$ cat config.mk
export PLATFORM = sky130hd
export DESIGN_NAME = arbitro_rr4
export DESIGN_NICKNAME = d
export VERILOG_FILES = /design/src/rtl/arbitro_rr4.sv
export SDC_FILE = /design/constraint.sdc
export NUM_CORES = 1
export LEC_CHECK = 0
export BUFFER_PORTS_ARGS = -buffer_cell sky130_fd_sc_hd__buf_2
export CAP_MARGIN = 40
export CORE_UTILIZATION = 51
export DETAILED_ROUTE_END_ITERATION = 16
export GPL_ROUTABILITY_DRIVEN = 0
export PLACE_DENSITY = 0.86
export SYNTH_ARGS = -nofsm -noshare
export SYNTH_HDL_FRONTEND = slang
export SYNTH_SLANG_ARGS = --single-unit
$ cat constraint.sdc
create_clock -name clk_f -period 4.1 [get_ports clk_f]
set_input_delay 0.205 -clock clk_f [delete_from_list [all_inputs] [get_ports clk_f]]
set_output_delay 0.205 -clock clk_f [all_outputs]
set_load 0.005 [all_outputs]
$ cat src/rtl/arbitro_rr4.sv
// arbitro_rr4: four-lane round-robin arbiter with threshold backpressure and sticky error
module arbitro_rr4 #(
  parameter int OCC_W = 3
) (
  input  logic             clk_f,
  input  logic             reset,
  input  logic             init,
  input  logic [OCC_W-1:0] umbral_alto_in,
  input  logic [OCC_W-1:0] umbral_bajo_in,
  input  logic [3:0]       fifo_empty,
  input  logic [3:0]       fifo_error,
  input  logic [OCC_W-1:0] out_occupancy,
  output logic [3:0]       pop,
  output logic             push_out,
  output logic [1:0]       sel,
  output logic [OCC_W-1:0] umbral_alto,
  output logic [OCC_W-1:0] umbral_bajo,
  output logic [2:0]       state,
  output logic             error_out,
  output logic             idle_out
);
  typedef enum logic [2:0] {
    S_RESET  = 3'd0,
    S_INIT   = 3'd1,
    S_IDLE   = 3'd2,
    S_ACTIVE = 3'd3,
    S_PAUSE  = 3'd4,
    S_ERROR  = 3'd5
  } state_t;
  state_t st;
  logic [1:0] ptr;
  logic [1:0] lane;
  logic busy;
  logic err;
  logic grant;
  assign busy = ~&fifo_empty;
  assign err = |fifo_error;
  always_comb begin
    lane = ptr;
    for (int k = 3; k >= 0; k--)
      if (!fifo_empty[ptr + 2'(k)]) lane = ptr + 2'(k);
  end
  assign grant = st == S_ACTIVE && !reset && !err && !init && busy && out_occupancy < umbral_alto;
  assign pop = grant ? 4'd1 << lane : 4'd0;
  assign state = st;
  assign error_out = st == S_ERROR;
  assign idle_out = st == S_IDLE;
  always_ff @(posedge clk_f) begin
    if (reset) begin
      st <= S_RESET;
      ptr <= 2'd0;
      push_out <= 1'b0;
      sel <= 2'd0;
      umbral_alto <= '0;
      umbral_bajo <= '0;
    end else begin
      push_out <= grant;
      if (grant) begin
        sel <= lane;
        ptr <= lane + 2'd1;
      end
      if (st == S_INIT) begin
        umbral_alto <= umbral_alto_in;
        umbral_bajo <= umbral_bajo_in;
      end
      case (st)
        S_RESET: st <= S_INIT;
        S_ERROR: st <= S_ERROR;
        default:
          if (err) st <= S_ERROR;
          else if (init) st <= S_INIT;
          else case (st)
            S_INIT:   st <= umbral_bajo_in >= umbral_alto_in ? S_ERROR : S_IDLE;
            S_IDLE:   st <= busy ? S_ACTIVE : S_IDLE;
            S_ACTIVE: st <= out_occupancy >= umbral_alto ? S_PAUSE : busy ? S_ACTIVE : S_IDLE;
            S_PAUSE:  st <= out_occupancy > umbral_bajo ? S_PAUSE : busy ? S_ACTIVE : S_IDLE;
            default:  st <= S_ERROR;
          endcase
      endcase
    end
  end
endmodule

==> metrics list, run 1 <==
- Register area share after synthesis: 28.75%
- Synthesis inferred 14 register bits.
* Cell count after placement: 179
- Arrival time of data at the critical path endpoint: just over 2000 ps
* Area leader, netlist: sky130_fd_sc_hd__dfxtp_1
- Setup violations remaining at the end of the flow were counted as 0.
- After the last flow step, the layout net total stands at 192.
- Share of power burned in registers: between 40 and 50%
- Sum of negative setup slack: 0 ps
* Hold Violations, Final: 0
* Number of standard cells after synthesis: 118
* Status: complete, no violations
* Setup repair after global routing missed its margin: false
* First-pass GRT wire length: 3.622 mm
* Simple-gate portion of the synthesized area: 25.55%
* Worst-path clk slew: 90 ps
* Primary flip-flop cell chosen by synthesis mapping: sky130_fd_sc_hd__dfxtp_1
- Final number of max-transition violations: 0
- Entering global routing, the biggest net connects 15 pins.
- The number of gates resized after CTS was 0.
- Drt pass-1 iters: 4
* Timing-limited maximum frequency: around 440 MHz
- Worst-margin pin slew: 558.0 ps
* Count of antenna diodes in the layout: 0
- TritonCTS built the clock tree.
- For this block, the routed nets add up to 2.190 mm of wire.
- The tightest min-delay check is of the in2reg type.
* Top cell family by delay on the critical path: simple AND/OR/NAND/NOR gates
- In this run the tightest slew margin relative to its limit is 62.52%.
- Launching element type of the critical path: register
* Power density normalized to cell area: 266.1 mW/mm2
- Adder and majority cell fraction of the synthesized area: 16.69%
* Internal power component: 229.9 uW
* Postcts setup bufs: 0
- Complex-gate fraction of the synthesized area: about 16%
- Net switching component of the power: 96.11 uW
* CP endpoint kind: output port
- Max VDD drop: 0.1802 mV
* Number of buffers created by CTS: 3
* Slowest stage cell, crit path: sky130_fd_sc_hd__nor4_4
- When the netlist entered floorplanning its net count stood at 151.
- Yosys top cell area share: between 20% and 30%
- The commonest cells after synthesis are 23 x sky130_fd_sc_hd__nor2_1, 14 x sky130_fd_sc_hd__dfxtp_1, 13 x sky130_fd_sc_hd__ha_1, 13 x sky130_fd_sc_hd__inv_1, 9 x sky130_fd_sc_hd__a21oi_1.
* Initial drt markers: 18
- Global routing consumed, over all layers together, 23.63% of the routing resources.
- Floorplan Core Area: 0.001764 mm2
- In this design, the stage delay of the slowest critical-path cell is 560 ps.
- The via count of the first global-routing pass was 892.
* Number of max-capacitance violations reported: 0
- Combinational family with the most area after synthesis: simple AND/OR/NAND/NOR gates
- The clock passes through at most 2 buffers.
- Gr ovfl total: 0
- For the worst setup path, the data required time is 3890 ps.
- The sequential cells in the finished layout cover a total of 280.3 um2.
- Yosys printed 0 warnings.
* CTS Hold Buffers Added: 0
- Number of levels the H-tree was split into: 1
* Cell variety after synth: 32
* Worst-case clock skew: roughly 3.8 ps
- For this design the top-level I/O count stands at 38.
- Leakage power figure: 0.0006104 uW
- After filler insertion, the fill cell instance count of the layout stands at approximately 150.
- The detailed router placed 964 vias in this run.
- Number of nets with antenna violations after routing: 0
* Antenna violations before repair: 0
- Count of input and output buffers: 37
* Fraction of synthesized area in multiplexers: 6.162%
- The die covers ~0.0021 mm2.
- Floorplan die width: 45.72 um
- Vert. Die Dim: 45.72 um
* Effective utilization at floorplan: between 50% and 60%
- Biggest area contributors in the synthesized netlist: sky130_fd_sc_hd__dfxtp_1 29%, sky130_fd_sc_hd__ha_1 17%, sky130_fd_sc_hd__nor2_1 8.9%, sky130_fd_sc_hd__mux2i_1 6.2%, sky130_fd_sc_hd__inv_1 5.0%
* Insertion delay of the later-clocked pin in the worst-skew pair: 290 ps
- Post-detail-place hpwl: 1.675 mm
* Async set-or-reset flop fraction in the synthesized netlist: 0%
- Post-DR vias/cell: 5.268
* Combinational cell fraction of total power: 23.4%
- Area Growth Syn to Fin: 25.67%
- Number of buffer and inverter stages on the critical path: 2
- Number of clock sinks: 14
- Proportion of total power due to net switching: 29.49%
- In this run the mean area of a mapped cell was 8.260 um2.
* Min Clock Period, post-route: about 2300 ps
- Along the worst path, the maximum fanout reaches 9.
- Relative contribution of the clock network to total power: 31.8%
* Area of the mapped netlist: 974.7 um2
* Cell chain of the critical path: inv_1 > ha_1 > nor2_1 > a21oi_2 > nor4_4 > and2_1 > buf_2
* Most used standard cell by instance count after synthesis: sky130_fd_sc_hd__nor2_1
- The critical path is of the reg2out type.
- Core Rows: 15
- For this run, the number of standard cells in the final layout without fillers is 183.
- After detailed routing, the number of remaining DRC violations is 0.
- Share of layout cells above drive strength 1: a little under 30%
- Post-detailed-route wirelength per cell: 11.97 um
* Multi-input logic area: 638.1 um2
- EDFF count, synth: 0
- Share of the synthesized netlist area taken by xor and xnor gates: less than 1%
- The worst path uses between 50% and 60% of the clock period.
* Buffer type at the clock tree root: sky130_fd_sc_hd__clkbuf_4
-- logic make-up (layout without fill, tap and decap cells) --
kind of cell,Yosys count,after routing
buffers and inverters,15,55
xor gates and xnor gates,1,1
muxes,6,6
AOI/OAI and AO/OA,23,23
adders and majority gates,13,13
DFF,14,14
and+or+nand+nor,46,46
-- registers in the layout (all words and copies together), names as in the netlist --
signal	cells
state	3
umbral_alto	3
umbral_bajo	3
ptr	2
sel	2
push_out	1
-- stage by stage --
stage / cell area (um2) / hold slack, ps / setup WS (ps) / total power [uW] / utilization, %
after floorplan: 974.7 / 281.3 / 2295 / 195.3 / -
after global placement: 1184 / 452.0 / 2060 / 220.5 / 67.09
after detailed placement: 1189 / 456.5 / 2165 / 223.7 / 67.38
after CTS: 1225 / 161.6 / 1846 / 325.2 / 69.43
after global routing: 1225 / 178.4 / 1723 / 344.6 / 69.43
final: 1225 / 159.4 / 1838 / 326.0 / 69.43
-- worst register-to-register path, cell delays in order, from the launching register on --
cell,delay [ps]
sky130_fd_sc_hd__dfxtp_1,340
sky130_fd_sc_hd__inv_1,60
sky130_fd_sc_hd__ha_1,300
sky130_fd_sc_hd__nand2b_1,70
sky130_fd_sc_hd__a21oi_2,190
sky130_fd_sc_hd__a21oi_1,140
sky130_fd_sc_hd__or4_1,490
sky130_fd_sc_hd__a221oi_1,270
-- cells in the final DEF (no fill, tap or decap), types with 2 or more instances in the layout --
master,count
sky130_fd_sc_hd__and2_1,4
sky130_fd_sc_hd__nor2_1,23
sky130_fd_sc_hd__clkbuf_4,3
sky130_fd_sc_hd__a31oi_1,2
sky130_fd_sc_hd__a41o_1,2
sky130_fd_sc_hd__nor3b_1,3
sky130_fd_sc_hd__nand2b_1,3
sky130_fd_sc_hd__mux2i_1,6
sky130_fd_sc_hd__nand3_1,3
sky130_fd_sc_hd__nand2_1,2
sky130_fd_sc_hd__dfxtp_1,14
sky130_fd_sc_hd__buf_2,38
sky130_fd_sc_hd__ha_1,13
sky130_fd_sc_hd__inv_1,13
sky130_fd_sc_hd__a21oi_1,9
sky130_fd_sc_hd__nor2b_1,2
-- power by group through the flow --
stage | sequential (uW) | clock (uW) | combinational, uW
6_report | 146 | 104 | 76.3
5_1_grt | 147 | 111 | 86.8
4_1_cts | 146 | 103 | 76.4
3_5_place_dp | 149 | 0 | 74.5
3_3_place_gp | 149 | 0 | 71.8
2_1_floorplan | 149 | 0 | 46.1
-- routing by layer --
layer  global-route usage (%)  up-vias  wire (um)  part of all wire [%]
met5                        0        -          0                     0
met4                    7.059        0         10                  0.46
met3                    2.381        2        109                   5.0
met2                    37.71       30       1002                    46
met1                    33.41      440       1067                    49
li1                         -      492          -                     -
-- worst paths after layout --
| check | slack, ps | cells past startpoint | endpoint | from |
|---|---|---|---|---|
| worst min-delay path | 160 | 3 | umbral_alto[2] | umbral_alto_in[2] |
| worst max-delay path | 1840 | 7 | pop[3] | umbral_alto[2] |
| worst max register to register | 2170 | 7 | state[2] | umbral_alto[1] |
| worst min register to register | 500 | 2 | sel[0] | sel[0] |
-- final cells by class --
cell class	count	share of cell area [%]
multi-input combinational	89	52.09
sequential	14	22.88
timing repair buffer	38	15.53
inverter	13	3.984
clock buffer	4	2.962
tap	25	2.554
No activity file was read; power rests on OpenSTA's default activity.
==> inputs of run 2 (changes only) <==
--- a/config.mk
+++ b/config.mk
@@ -5,12 +5,14 @@
 export SDC_FILE = /design/constraint.sdc
 export NUM_CORES = 1
 export LEC_CHECK = 0
+export ABC_AREA = 1
 export BUFFER_PORTS_ARGS = -buffer_cell sky130_fd_sc_hd__buf_2
 export CAP_MARGIN = 40
-export CORE_UTILIZATION = 51
+export CORE_ASPECT_RATIO = 0.6
+export CORE_UTILIZATION = 45
 export DETAILED_ROUTE_END_ITERATION = 16
 export GPL_ROUTABILITY_DRIVEN = 0
-export PLACE_DENSITY = 0.86
+export PLACE_DENSITY = 0.78
 export SYNTH_ARGS = -nofsm -noshare
 export SYNTH_HDL_FRONTEND = slang
 export SYNTH_SLANG_ARGS = --single-unit
==> constraint.sdc (replaced) <==
create_clock -name clk_f -period 2 [get_ports clk_f]
set_input_delay 0.1 -clock clk_f [delete_from_list [all_inputs] [get_ports clk_f]]
set_output_delay 0.1 -clock clk_f [all_outputs]
set_load 0.005 [all_outputs]
==> metrics list, run 2 <==
* Share of power burned in registers: 40.7% (-4.1 points)
- The total power is 745.5 uW (+130%).
* CTS Hold Buffers Added: 0 (unchanged)
- The post-detailed-route via-to-cell ratio was 5.150 (-2.2%).
* Leakage power figure: 0.0008836 uW (+45%)
* Most used standard cell by instance count after synthesis: sky130_fd_sc_hd__nand2_1
- Setup repair after global routing missed its margin: true
- The maximum fanout encountered on the critical timing path is 7 (-2).
* Effective utilization at floorplan: 50.19% (-5.1 points)
- Synth top cells by count: 44 x sky130_fd_sc_hd__nand2_1, 35 x sky130_fd_sc_hd__inv_1, 15 x sky130_fd_sc_hd__nor2_1, 14 x sky130_fd_sc_hd__dfxtp_1, 14 x sky130_fd_sc_hd__o21ai_0
- Required time of the worst setup path: 1900 ps (-1990 ps)
- The clock latency reported for the late side of the worst-skew pair is 250 ps (-40 ps).
* Initial drt markers: 104 (+86)
* Count of final setup violators: 0 (unchanged)
- Most common cell after layout, fill and taps aside: sky130_fd_sc_hd__buf_2
- The number of buffer cells added on primary ports was 37 (unchanged).
- The max-capacitance violation count is 0 (unchanged).
- The area of the mapped netlist is 0.001151 mm2 (+18%).
- Count of antenna diodes in the layout: 0 (unchanged)
- STA classifies the critical path endpoint as an output port.
- TritonCTS built the clock tree.
* First-pass GRT wire length: 4.305 mm (+19%)
- The overflow left after global routing was 0 (unchanged).
- The net switching power came to 236.6 uW (+150%).
- The die height was 41.18 um (-9.9%).
* Register area share after synthesis: 24.35% (-4.4 points)
- The post-synth net total was 214 (+42%).
- Final number of max-transition violations: 0 (unchanged)
* Proportion of total power due to net switching: 31.74% (+2.3 points)
* Commonest cells after routing, fill and taps aside: 37 x sky130_fd_sc_hd__buf_2, 31 x sky130_fd_sc_hd__nand2_1, 29 x sky130_fd_sc_hd__inv_1
- The overall track demand over capacity in global routing was 22.02% (-1.6 points).
* Floorplan Core Area: 0.002293 mm2 (+30%)
- The post-layout net count came to 258 (+34%).
* WHS Endpoint: sel[0]
- Post-detailed-route wirelength per cell: 12.92 um (+8.0%)
- The biggest area contributor in the post-synthesis netlist is sky130_fd_sc_hd__dfxtp_1.
* Register bit total from synthesis: 14 (unchanged)
- Crit Reg-Reg Endpoint: ptr[1]
- Number of nets with antenna violations after routing: 0 (unchanged)
- Logic depth of the worst register-to-register path: 13 (+6)
* Drt pass-1 iters: 4 (unchanged)
- Biggest area contributors in the synthesized netlist: sky130_fd_sc_hd__dfxtp_1 24%, sky130_fd_sc_hd__nand2_1 14%, sky130_fd_sc_hd__ha_1 14%, sky130_fd_sc_hd__inv_1 11%, sky130_fd_sc_hd__o21ai_0 6.1%
- Classification of the worst-slack hold path: in2reg
- Maximum buffer depth of the clock tree: 2 (unchanged)
* Max VDD drop: 0.2952 mV (+64%)
- Number of buffers created by CTS: 3 (unchanged)
- Min Clock Period, post-route: about 2000 ps
- Number of standard cells after synthesis: 181 (+53%)
- The startpoint identified for the worst hold timing path is reset.
* Launching element type of the critical path: register
* Primary flip-flop cell chosen by synthesis mapping: sky130_fd_sc_hd__dfxtp_1
- Routed vias: 1303 (+35%)
* Reg-to-reg setup timing slack: 210 ps (-1960 ps)
- The largest net degree at the start of global routing is 12 (-3).
- Post-route DRC: 0 (unchanged)
- The internal power summed over all cells was 508.9 uW (+120%).
* Area Growth Syn to Fin: 36.09%
- The horizontal die dimension came to 67.30 um (+47%).
- Count of cells along the worst hold path: 2 (-1)
- Worst rel slew slack: 78.48% (+16 points)
- Top-level port count: 38 (unchanged)
- The post-route clock skew is 1.782 ps (-2.050 ps).
- The flow ran to the end, and the final reports show no timing, DRC or antenna violations.
- Floorplan die area: 0.002771 mm2 (+33%)
- Power density normalized to cell area: 475.9 mW/mm2 (+79%)
* Arrival time of data at the critical path endpoint: 1850 ps (-210 ps)
- Post-Syn Area per Cell: 6.360 um2 (-23%)
- EDFF count, synth: 0 (unchanged)
- The final critical-path setup slack is 50.44 ps (-1787 ps).
* Number of clock sinks: 14 (unchanged)
* Post-detail-place hpwl: 2.193 mm (+31%)
* Hold Violations, Final: 0 (unchanged)
* Async set-or-reset flop fraction in the synthesized netlist: 0% (unchanged)
- Relative contribution of the clock network to total power: 31.6% (-0.2 points)
- The ratio of cells with drive above 1 in the final layout came to 38.12% (+9.0 points).
* Yosys top cell area share: 24.35% (-4.4 points)
* Timing-limited maximum frequency: 512.9 MHz
- The number of placement rows came to 13 (-2).
* Post-placement worst setup slack: 220.5 ps (-1944 ps)
- The critical path is of the reg2out type.
* Vias in the first global route: 986 (+11%)
- The measured slew at the worst slew-check pin was 319.4 ps (-238.6 ps).
* Number of levels the H-tree was split into: 1 (unchanged)
* Routed wire length: 3.269 mm (+49%)
* Count of warnings emitted by yosys: 0 (unchanged)
* Buffer type at the clock tree root: sky130_fd_sc_hd__clkbuf_8
- The number of library cell types mapped by synthesis was 25 (-22%).
- The clock transition at the registers of the reported paths was 60 ps (-30 ps).
- Launching instance or port of the critical path: ptr[0]
- Dividing the final minimum period by the clock period gives between 90 and 100%.
* Antenna violations before repair: 0 (unchanged)
- In this run the critical register-to-register path is launched from ptr[0].
- The relative contribution of combinational cells to total power was 27.8% (+4.4 points).
==> run 2: changes by cell type after synthesis, moves of 3 or more <==
cell                       previous run  this run
sky130_fd_sc_hd__nand4_1              0         3
sky130_fd_sc_hd__inv_1               13        35
sky130_fd_sc_hd__nor3b_1              3         0
sky130_fd_sc_hd__nand2_1              2        44
sky130_fd_sc_hd__nand3_1              3         9
sky130_fd_sc_hd__inv_2                0         3
sky130_fd_sc_hd__o21ai_0              1        14
sky130_fd_sc_hd__nand2_2              0         4
sky130_fd_sc_hd__mux2i_1              6         0
sky130_fd_sc_hd__nand2b_1             3         0
sky130_fd_sc_hd__a21oi_1              9        12
sky130_fd_sc_hd__nor2_1              23        15
==> run 2: metal layers <==
layer / share of wire, % / global-route usage (%) / vias to the layer above
li1: - / - / 658
met2: 44 / 32.25 / 58
met3: 7.1 / 5.833 / 5
met4: 0.83 / 5.851 / 0
met5: 0 / 0 / -
met1: 48 / 31.49 / 582
==> run 2: logic make-up after synthesis <==
| group | after synthesis | synth area share (%) |
|---|---|---|
| flip-flops | 14 | 24.35 |
| AND/OR/NAND/NOR | 83 | 32.93 |
| adder cells (fa/ha/maj) | 13 | 14.13 |
| buffers and inverters | 40 | 13.70 |
| AO/OA/AOI/OAI | 31 | 14.89 |
==> run 2: what timing repair did <==
action                     CTS  global route
buffers inserted             0             2
hold endpoints to repair     0             0
pin swaps                    0            20
resized for setup            2            41
setup endpoints to repair    3             4
==> run 2: area by class of cell <==
type / count / area, um2
Fill cell: 187 / 726.9
Multi-Input combinational cell: 127 / 823.3
Timing Repair Buffer: 41 / 226.5
Clock buffer: 3 / 41.29
Inverter: 38 / 150.1
Tap cell: 30 / 37.54
Sequential cell: 14 / 287.8
==> run 2: per-stage QoR <==
stage | util [%] | instances | TNS [ps] | instance area [um2] | hold WS (ps)
floorplan | - | 181 | 0 | 1151 | 162.4
global placement | 59.90 | 248 | 0 | 1374 | 316.0
detailed placement | 59.90 | 248 | 0 | 1374 | 316.3
CTS | 61.92 | 251 | 0 | 1420 | 53.41
global route | 68.30 | 253 | -318.1 | 1567 | 55.92
finish | 68.30 | 253 | 0 | 1567 | 54.31
==> run 2: worst max-delay path by stage <==
stage / depth (start not counted) / endpoint
after global placement: 11 / ptr[1]
after detailed placement: 12 / ptr[1]
after global routing: 15 / pop[2]
after floorplan: 13 / ptr[1]
after CTS: 14 / pop[2]
final: 15 / pop[2]
==> run 2: worst max-delay path, cell delays in order, from the launching register on <==
cell and delay [ps]:
sky130_fd_sc_hd__dfxtp_4 370, sky130_fd_sc_hd__buf_8 150, sky130_fd_sc_hd__nand2_2 70, sky130_fd_sc_hd__nand2_2 90, sky130_fd_sc_hd__nand2_2 60, sky130_fd_sc_hd__nand2_2 60, sky130_fd_sc_hd__inv_2 50, sky130_fd_sc_hd__o21ai_2 70
sky130_fd_sc_hd__nand2_1 80, sky130_fd_sc_hd__nand2_2 80, sky130_fd_sc_hd__nand2_4 90, sky130_fd_sc_hd__inv_4 90, sky130_fd_sc_hd__ha_4 130, sky130_fd_sc_hd__inv_2 30, sky130_fd_sc_hd__nor2_1 70, sky130_fd_sc_hd__buf_2 120
==> run 2: power groups by stage <==
| stage | Sequential [uW] | Clock [uW] | Combinational, uW |
|---|---|---|---|
| 6_report | 303 | 235 | 207 |
| 5_1_grt | 305 | 254 | 234 |
| 4_1_cts | 306 | 236 | 178 |
| 3_5_place_dp | 312 | 0 | 176 |
| 3_3_place_gp | 312 | 0 | 174 |
| 2_1_floorplan | 312 | 0 | 109 |
